**src/rtl/cci_mpf_shim_c0_arbiter.sv**
```systemverilog
// Two-requester round-robin arbiter for the CCI c0 read channel. It tracks per-requester credits and routes responses back by tag MSB.
// Defining MPF_C0_ARB_STATS_EN adds the grant0_cnt/grant1_cnt statistics ports.
module cci_mpf_shim_c0_arbiter #(
  parameter int ADDR_WIDTH      = 42,
  parameter int MDATA_WIDTH     = 16,
  parameter int MAX_OUTSTANDING = 64
) (
  input  logic                   clk,
  input  logic                   reset,
  input  logic                   rq0_valid,
  input  logic [ADDR_WIDTH-1:0]  rq0_addr,
  input  logic [MDATA_WIDTH-2:0] rq0_mdata,
  output logic                   rq0_almfull,
  input  logic                   rq1_valid,
  input  logic [ADDR_WIDTH-1:0]  rq1_addr,
  input  logic [MDATA_WIDTH-2:0] rq1_mdata,
  output logic                   rq1_almfull,
  output logic                   fiu_valid,
  output logic [ADDR_WIDTH-1:0]  fiu_addr,
  output logic [MDATA_WIDTH-1:0] fiu_mdata,
  input  logic                   fiu_almfull,
  input  logic                   rsp_valid,
  input  logic [MDATA_WIDTH-1:0] rsp_mdata,
  output logic                   rsp0_valid,
  output logic [MDATA_WIDTH-2:0] rsp0_mdata,
  output logic                   rsp1_valid,
  output logic [MDATA_WIDTH-2:0] rsp1_mdata,
  output logic                   err_overflow
`ifdef MPF_C0_ARB_STATS_EN
  ,
  output logic [31:0]            grant0_cnt,
  output logic [31:0]            grant1_cnt
`endif
);

  localparam int CW = $clog2(MAX_OUTSTANDING) + 1;
  localparam logic [CW-1:0] MAX_CNT = CW'(MAX_OUTSTANDING);
  localparam int EW = ADDR_WIDTH + MDATA_WIDTH - 1;

  logic [EW-1:0] fifo [2][4];
  logic [1:0]    rd_ptr [2];
  logic [1:0]    wr_ptr [2];
  logic [2:0]    occ [2];
  logic [CW-1:0] outst [2];
  logic          prio;

  logic          req_valid [2];
  logic [EW-1:0] req_entry [2];
  logic [EW-1:0] head [2];
  logic          elig [2];
  logic          grant [2];
  logic          push [2];
  logic          dec [2];
  logic [2:0]    occ_next [2];
  logic [CW-1:0] outst_next [2];

  // prio names the requester that wins when both are eligible
  always_comb begin
    req_valid[0] = rq0_valid;
    req_valid[1] = rq1_valid;
    req_entry[0] = {rq0_addr, rq0_mdata};
    req_entry[1] = {rq1_addr, rq1_mdata};
    for (int r = 0; r < 2; r++) begin
      head[r] = fifo[r][rd_ptr[r]];
      elig[r] = (occ[r] != 3'd0) && (outst[r] < MAX_CNT);
      push[r] = req_valid[r] && (occ[r] != 3'd4);
      dec[r]  = rsp_valid && (rsp_mdata[MDATA_WIDTH-1] == (r == 1));
    end
    grant[0] = !fiu_almfull && elig[0] && (!elig[1] || !prio);
    grant[1] = !fiu_almfull && elig[1] && (!elig[0] || prio);
    for (int r = 0; r < 2; r++) begin
      occ_next[r] = occ[r] + {2'b00, push[r]} - {2'b00, grant[r]};
      if (grant[r] && !dec[r])
        outst_next[r] = outst[r] + 1'b1;
      else if (!grant[r] && dec[r] && (outst[r] != '0))
        outst_next[r] = outst[r] - 1'b1;
      else
        outst_next[r] = outst[r];
    end
  end

  always_ff @(posedge clk) begin
    if (!reset) begin
      for (int r = 0; r < 2; r++) begin
        if (push[r])
          fifo[r][wr_ptr[r]] <= req_entry[r];
      end
    end
  end

  always_ff @(posedge clk) begin
    if (reset) begin
      for (int r = 0; r < 2; r++) begin
        rd_ptr[r] <= '0;
        wr_ptr[r] <= '0;
        occ[r]    <= '0;
        outst[r]  <= '0;
      end
      prio         <= 1'b0;
      err_overflow <= 1'b0;
      fiu_valid    <= 1'b0;
      fiu_addr     <= '0;
      fiu_mdata    <= '0;
      rsp0_valid   <= 1'b0;
      rsp0_mdata   <= '0;
      rsp1_valid   <= 1'b0;
      rsp1_mdata   <= '0;
      rq0_almfull  <= 1'b0;
      rq1_almfull  <= 1'b0;
    end else begin
      for (int r = 0; r < 2; r++) begin
        if (push[r])
          wr_ptr[r] <= wr_ptr[r] + 2'd1;
        if (grant[r])
          rd_ptr[r] <= rd_ptr[r] + 2'd1;
        if (req_valid[r] && (occ[r] == 3'd4))
          err_overflow <= 1'b1;
        occ[r]   <= occ_next[r];
        outst[r] <= outst_next[r];
      end
      // After a grant, priority passes to the other requester
      if (grant[0] || grant[1])
        prio <= grant[0];
      fiu_valid <= grant[0] || grant[1];
      if (grant[1]) begin
        fiu_addr  <= head[1][EW-1 -: ADDR_WIDTH];
        fiu_mdata <= {1'b1, head[1][MDATA_WIDTH-2:0]};
      end else if (grant[0]) begin
        fiu_addr  <= head[0][EW-1 -: ADDR_WIDTH];
        fiu_mdata <= {1'b0, head[0][MDATA_WIDTH-2:0]};
      end
      rsp0_valid  <= rsp_valid && !rsp_mdata[MDATA_WIDTH-1];
      rsp1_valid  <= rsp_valid && rsp_mdata[MDATA_WIDTH-1];
      rsp0_mdata  <= rsp_mdata[MDATA_WIDTH-2:0];
      rsp1_mdata  <= rsp_mdata[MDATA_WIDTH-2:0];
      rq0_almfull <= (occ_next[0] >= 3'd2) || (outst_next[0] == MAX_CNT);
      rq1_almfull <= (occ_next[1] >= 3'd2) || (outst_next[1] == MAX_CNT);
    end
  end

`ifdef MPF_C0_ARB_STATS_EN
  always_ff @(posedge clk) begin
    if (reset) begin
      grant0_cnt <= '0;
      grant1_cnt <= '0;
    end else begin
      grant0_cnt <= grant0_cnt + 32'(grant[0]);
      grant1_cnt <= grant1_cnt + 32'(grant[1]);
    end
  end
`endif

endmodule

```
**config.mk**
```make
export PLATFORM = sky130hd
export DESIGN_NAME = cci_mpf_shim_c0_arbiter
export DESIGN_NICKNAME = d
export VERILOG_FILES = /design/src/rtl/cci_mpf_shim_c0_arbiter.sv
export SDC_FILE = /design/constraint.sdc
export NUM_CORES = 1
export LEC_CHECK = 0
export ABC_CLOCK_PERIOD_IN_PS = 5400
export CAP_MARGIN = 20
export CELL_PAD_IN_SITES_DETAIL_PLACEMENT = 1
export CELL_PAD_IN_SITES_GLOBAL_PLACEMENT = 1
export CORE_MARGIN = 8
export CORE_UTILIZATION = 46
export CTS_CLUSTER_DIAMETER = 120
export CTS_CLUSTER_SIZE = 25
export DETAILED_ROUTE_END_ITERATION = 8
export PLACE_DENSITY = 0.76
export REMOVE_ABC_BUFFERS = 1
export SKIP_LAST_GASP = 1
export SLEW_MARGIN = 15
export SYNTH_ARGS = -nofsm -noshare
export SYNTH_HDL_FRONTEND = slang
export SYNTH_SLANG_ARGS = --single-unit
```
**constraint.sdc**
```tcl
create_clock -name clk -period 5.4 [get_ports clk]
set_input_delay 1.08 -clock clk [delete_from_list [all_inputs] [get_ports clk]]
set_output_delay 1.08 -clock clk [all_outputs]
set_load 0.05 [all_outputs]
```
==> impl_results.md, run 1 <==
- Status: finished clean
- Vias post-DR: between 10000 and 15000
- Gr usage total: 18.4%
- Sequential area share after synthesis: approximately 74%
- Post-synthesis cell area: roughly 22000 um2
- Vias in the first global route: roughly 12000
- # DRC: 0
- Crit path required time: 5880 ps
- RSZ-0062 raised after global routing: false
- HP Class: reg -> reg
- Final TNS setup: 0 ps
- Synth area leaders: edfxtp_1 (65%), mux4_2 (12%), dfxtp_1 (9.3%)
- Number of H-tree levels: 1
- Grt ovf: 0
- GRT busiest layer: met2
- Dpl ws: about 1400 ps
- Slew Limit Fails: 0
- Crit Path Class: in -> reg
- CTS Sinks: 564
- DIE AREA: about 54000 um2
- CTS tree: built
- Minimum clock period: about 3400 ps
- DRT Pass-1 Iters: 7
- WL final: around 51 mm
- Crit. End Element: register
- CP peak stage delay: 480 ps
- Ys flop type: edfxtp_1
- HP Start: fiu_mdata[15]$_SDFFE_PP0P_
- Storage element area: between 15000 and 20000 um2
- Die X-Extent: approximately 230 um
- First-pass GRT wire length: about 76 mm
- Initial core utilization: 46.5%
- Starting DRT DRC Count: ~720
- #FFs+latches synth: 564
- Worst skew pair latency: ~580 ps
- CTS root buf: clkbuf_16
- Wire per inst: 25.6 um
- Setup violators final: 0
- Reg-to-Reg Start: occ[0][4]$_SDFF_PP0_
- Via density per instance: 5.61
- TritonCTS Buffers: 26
- Met2 Usage GRT: roughly a third
- Max Freq: between 200 and 300 MHz
- FILL cells: about 4200
- Hold Buf Count CTS: 0
- Core Util, Final: between 50% and 60%
- Max-Cap Viols: 0
- Yosys cell types: 53
- IO Port Bufs: 229
- GP Congestion: 0.746
- CTS Buffer Depth: 3
- EDFF count, synth: between 400 and 500
- Overall die height: about 230 um
- Worst Skew: between 20 and 25 ps
- Most common cell after layout, fill and taps aside: edfxtp_1
- Area growth, synth to finish: 16.9%
- Top cell type's share of synthesized area: roughly 65%
- Post-cts resize count: 0
- Slew HR: 27.2%
- VDD IR max: approximately 0.29 mV
- CP arrival: around 3900 ps
- Critical path, cell by cell: clkdlybuf4s50_1 > or2_2 > a211o_4 > inv_1 > ha_1 > inv_1 > ha_1 > fa_1 > xnor2_1 > nor2_1 > nor2_1 > a41o_1
- Pin count of the biggest net entering global routing: 83
- Power per standard cell area: around 480 nW/um2
- Crit path launch type: input pin
- Layout cells sized above 1: roughly 13%
- # rows: a little under 80
- Clk slew on worst S/H paths: 100 ps
- Crit path launch: fiu_almfull
- Io pins: 230
- Setup bufs post-CTS: 0
- Post-DP HPWL: slightly above 30 mm
- Core Area: 46400 um2
- Commonest cells after routing, fill and taps aside: edfxtp_1 (464), clkdlybuf4s50_1 (228), mux4_2 (114)
- Post-synthesis cell count: ~1200
- Initial antenna violation count: 7
- Global-route met1 utilization: between 20 and 25%
- Net count, final: roughly 1500
- Global routing usage on met3: under 10%
- Leakage power total: 8.03 nW
- Worst-Margin Slew: approximately 1100 ps
- Period utilisation layout: slightly above 60%
- Syn Area/Cell: about 19 um2
- Critical path peak fanout: between 40 and 50
- Ys Warns: 0
- Final setup margin: around 2000 ps
- Yosys top cell by area: edfxtp_1
- Async SR Flop Fraction: 0%
- Hold Vio Cnt, Final: 0
- Area of the multi-input gates: around 5200 um2
- CP max stage cell: a211o_4
- ANT nets after route: 0
[metrics by stage]
stage                     hold slack [ps]  cells  area [um2]  total power [mW]
final                                 520   1977       25200              12.0
after global placement                491   1924       24400              9.78
after floorplan                       461   1077       21200              8.49
after detailed placement              501   1925       24400              9.91
after global routing                  582   1975       25200              12.5
after CTS                             525   1973       25200              12.2
[logic make-up (layout without fill, tap and decap cells)]
family / Yosys count / after routing / share of synthesized area [%]
compound gates: 94 / 94 / 3.22
xor+xnor: 16 / 16 / 0.650
fa+ha+maj: 20 / 20 / 1.23
buf+inv: 101 / 314 / 2.10
flops: 564 / 564 / 73.9
mux: 174 / 174 / 14.7
other cells: 0 / 3 / 0
simple gates: 185 / 185 / 4.16
[critical path: cells and delay by family]
kind / cells / cell delay [ps]
adders and majority gates: 3 / 750
AOI/OAI and AO/OA: 2 / 710
and+or+nand+nor: 3 / 460
xor gates and xnor gates: 1 / 150
buffers and inverters: 3 / 680
[metal layers]
metal	vias up	part of all wire [%]
met5	-	0.11
li1	4911	-
met4	8	1.6
met3	56	5.7
met2	280	51
met1	5841	42
[registers in the layout (all words and copies together), names as in the netlist]
register,count
fiu_addr,42
fiu_valid,1
rsp1_valid,1
rsp0_valid,1
rq1_almfull,1
wr_ptr,4
rd_ptr,4
fifo,456
occ,6
err_overflow,1
rq0_almfull,1
prio,1
fiu_mdata,16
rsp1_mdata,15
outst,14
[path summary, 6_finish.rpt]
path,end,slack [ps],cells after the start
hold reg to reg,fiu_mdata[15]$_SDFFE_PP0P_,520,2
hold / removal,fiu_mdata[15]$_SDFFE_PP0P_,520,2
setup reg to reg,rq1_almfull$_SDFF_PP0_,2210,11
setup / recovery,rq1_almfull$_SDFF_PP0_,2040,12
[layout make-up]
cell class	instances	area share, %
antenna	3	0.0298
clock buffer	46	2.97
clock inverter	2	0.0546
inverter	24	0.368
multi-input combinational	489	20.6
sequential	564	63.3
tap	607	3.02
timing repair buffer	242	9.69
[synth_stat cells (5+ instances only)]
library cell	number
mux4_2	114
nand2_1	12
buf_2	7
ha_1	18
and3_1	5
inv_1	23
edfxtp_1	464
nand4_1	5
nand2b_1	6
xnor2_1	12
dfxtp_1	100
a21oi_1	9
nand3_1	5
buf_1	5
buf_4	15
o21ai_0	5
nor3_1	5
nor2b_1	25
nor2_1	96
clkbuf_1	49
a211oi_1	57
mux2i_1	60
and2_1	10
[where the power goes]
part	total, mW	internal (mW)	leakage (nW)	switching, mW
registers	5.64	5.27	5.05	0.362
clock network	2.25	0.953	0.364	1.30
logic	4.14	1.68	2.62	2.46
total	12.0	7.91	8.03	4.12
(Power assumes the default switching activity.)
==> inputs of run 2 (changes only) <==
ABC_CLOCK_PERIOD_IN_PS = 3100   (was 5400)
clock period = 3.1 ns   (was 5.4 ns; I/O delays follow)
==> run 2 against run 1 <==
Net effect: register-to-register slack worse by 1800 ps; clock power is 76% higher; clock skew is 10 ps lower; global-route usage hardly changed; sequential share of layout area is 1.2 points lower; die area stayed put; largest cell class unchanged.
==> impl_results.md, run 2 (same netlist as run 1, synthesis figures left out) <==
- Minimum clock period: ~2700 ps
- Core Area: between 40000 and 50000 um2
- Dpl ws: -9.49 ps
- FF-to-FF setup slack: between 400 and 500 ps
- Most common cell after layout, fill and taps aside: edfxtp_1
- CTS Sinks: 564
- # rows: just under 80
- Psw: between 7 and 8 mW
- Post-DP HPWL: 33.4 mm
- Critical path peak fanout: 4
- Crit. End Element: register
- Die X-Extent: 232 um
- Slew HR: between 30% and 40%
- Io pins: 230
- HP Class: reg -> reg
- Critical Path End: rq0_almfull$_SDFF_PP0_
- Worst Skew: approximately 12 ps
- CTS root buf: clkbuf_16
- VDD IR max: around 0.58 mV
- Worst Reg-to-Reg Cells: 12
- ANT nets after route: 0
- DIE AREA: around 54000 um2
- Net count, final: 1537
- Starting DRT DRC Count: ~640
- Max-Cap Viols: 0
- IO Port Bufs: approximately 230
- Reg-to-Reg Start: occ[0][4]$_SDFF_PP0_
- CTS Buffer Depth: 3
- Status: finished clean
- Crit path launch: occ[0][4]$_SDFF_PP0_
- Worst-Margin Slew: about 900 ps
- Vias post-DR: roughly 11000
- Grt ovf: 0
- Max FFs per register: roughly 460
- Via density per instance: about 5.5
- Initial antenna violation count: 7
- Initial core utilization: a little under half
- Commonest cells after routing, fill and taps aside: edfxtp_1 (464), clkdlybuf4s50_1 (228), mux4_2 (114)
- Period utilisation layout: 86.4%
- Clk slew on worst S/H paths: 100 ps
- Power Total: roughly 21 mW
- CTS tree: built
- Pin count of the biggest net entering global routing: between 70 and 80
- Gr usage total: a little under a fifth
- Leakage power total: about 8.3 nW
- Setup violators final: 0
- Clock network fraction of design power: 18.7%
- Setup bufs post-CTS: 0
- CP arrival: 3140 ps
- Combinational share of power: 35.1%
- # placed instances: between 1500 and 2000
- # DRC: 0
- Overall die height: between 200 and 250 um
- Layout cells sized above 1: 14.7%
- Wire per inst: around 25 um
- GP Congestion: about 0.73
- Sw frac: between 30 and 40%
- DRT Pass-1 Iters: 4
- Number of H-tree levels: 1
- RSZ-0062 raised after global routing: false
- Crit path required time: approximately 3600 ps
- Fin Hold WS: around 510 ps
- Crit path launch type: register
- Final cell count without fillers: around 2000
- Area growth, synth to finish: 19.1%
- Internal power: between 10 and 15 mW
- Worst skew pair latency: about 580 ps
- Post-cts resize count: 0
- Power per standard cell area: between 800 and 900 nW/um2
- Hold Vio Cnt, Final: 0
- Slew Limit Fails: 0
- FF-to-FF End: rq0_almfull$_SDFF_PP0_
- WL final: between 40 and 50 mm
- Hold Buf Count CTS: 0
- Crit Path Class: reg -> reg
- Vias in the first global route: between 10000 and 15000
- Sequential share of power: about 46%
- Final setup margin: ~420 ps
- First-pass GRT wire length: about 76 mm
- Max Freq: approximately 370 MHz
- TritonCTS Buffers: 26
## run 2: changes by cell type in the layout (fill, tap and decap cells not counted), sizes merged
cell / before / now
diode: 3 / 4
buf: 14 / 48
clkinv: 1 / 0
## run 2: area by class of cell
| cell class | instances | area, um2 |
|---|---|---|
| diodes | 4 | 10.0 |
| clock buffers | 46 | 768 |
| clock inverters | 1 | 8.76 |
| fillers | 4116 | 20700 |
| inverters | 24 | 92.6 |
| multi-input cells | 489 | 5190 |
| flip-flops and latches | 564 | 15900 |
| well taps | 607 | 759 |
| repair buffers | 276 | 2910 |
## run 2: critical path, stage by stage (launching register included)
cell and delay, ps:
dfxtp_1 360, nor3_1 500, o311ai_2 190, inv_4 90, ha_1 230, inv_1 60
ha_1 130, inv_1 50, fa_1 400, xor2_1 160, xnor2_1 190, a21o_1 140
o31ai_1 50
## run 2: routing by layer
metal | up-vias | wire length (um) | global-route usage [%]
met5 | - | 52 | 0
met4 | 8 | 630 | 3.23
met3 | 47 | 2860 | 3.37
met2 | 239 | 25200 | 32.0
met1 | 5819 | 21200 | 24.3
li1 | 4979 | - | -
## run 2: metrics by stage
step                      TNS (ps)  util [%]  cell area, um2
after floorplan             -31830         -           21200
after global placement           0      53.7           24900
after detailed placement     -9.49      53.7           24900
after CTS                        0      55.4           25700
after global routing             0      55.4           25700
final                            0      55.4           25700
## run 2: worst min-delay path by stage
stage / from / to / slack (ps) / cells after the start
detailed placement: fiu_mdata[15]$_SDFFE_PP0P_ / fiu_mdata[15]$_SDFFE_PP0P_ / 490 / 2
finish: fiu_mdata[15]$_SDFFE_PP0P_ / fiu_mdata[15]$_SDFFE_PP0P_ / 510 / 2
global placement: fiu_mdata[15]$_SDFFE_PP0P_ / fiu_mdata[15]$_SDFFE_PP0P_ / 470 / 2
global route: reset / outst[0][3]$_SDFF_PP0_ / 510 / 2
CTS: reset / outst[0][3]$_SDFF_PP0_ / 500 / 2
floorplan: prio$_SDFFE_PP0P_ / prio$_SDFFE_PP0P_ / 460 / 2
## run 2: power by group through the flow
stage          clock [mW]  combinational [mW]  sequential, mW
6_report             3.95                7.39            9.72
5_1_grt              4.30                7.92            9.82
4_1_cts              4.08                7.54            9.74
3_5_place_dp            0                7.50            9.89
3_3_place_gp            0                7.36            9.84
2_1_floorplan           0                3.19            11.6
==> inputs of run 3 (changes only) <==
GPL_ROUTABILITY_DRIVEN = 0   (was unset)
==> results of run 3 <==
Final layout, timing and power as in run 2 (identical DEF).
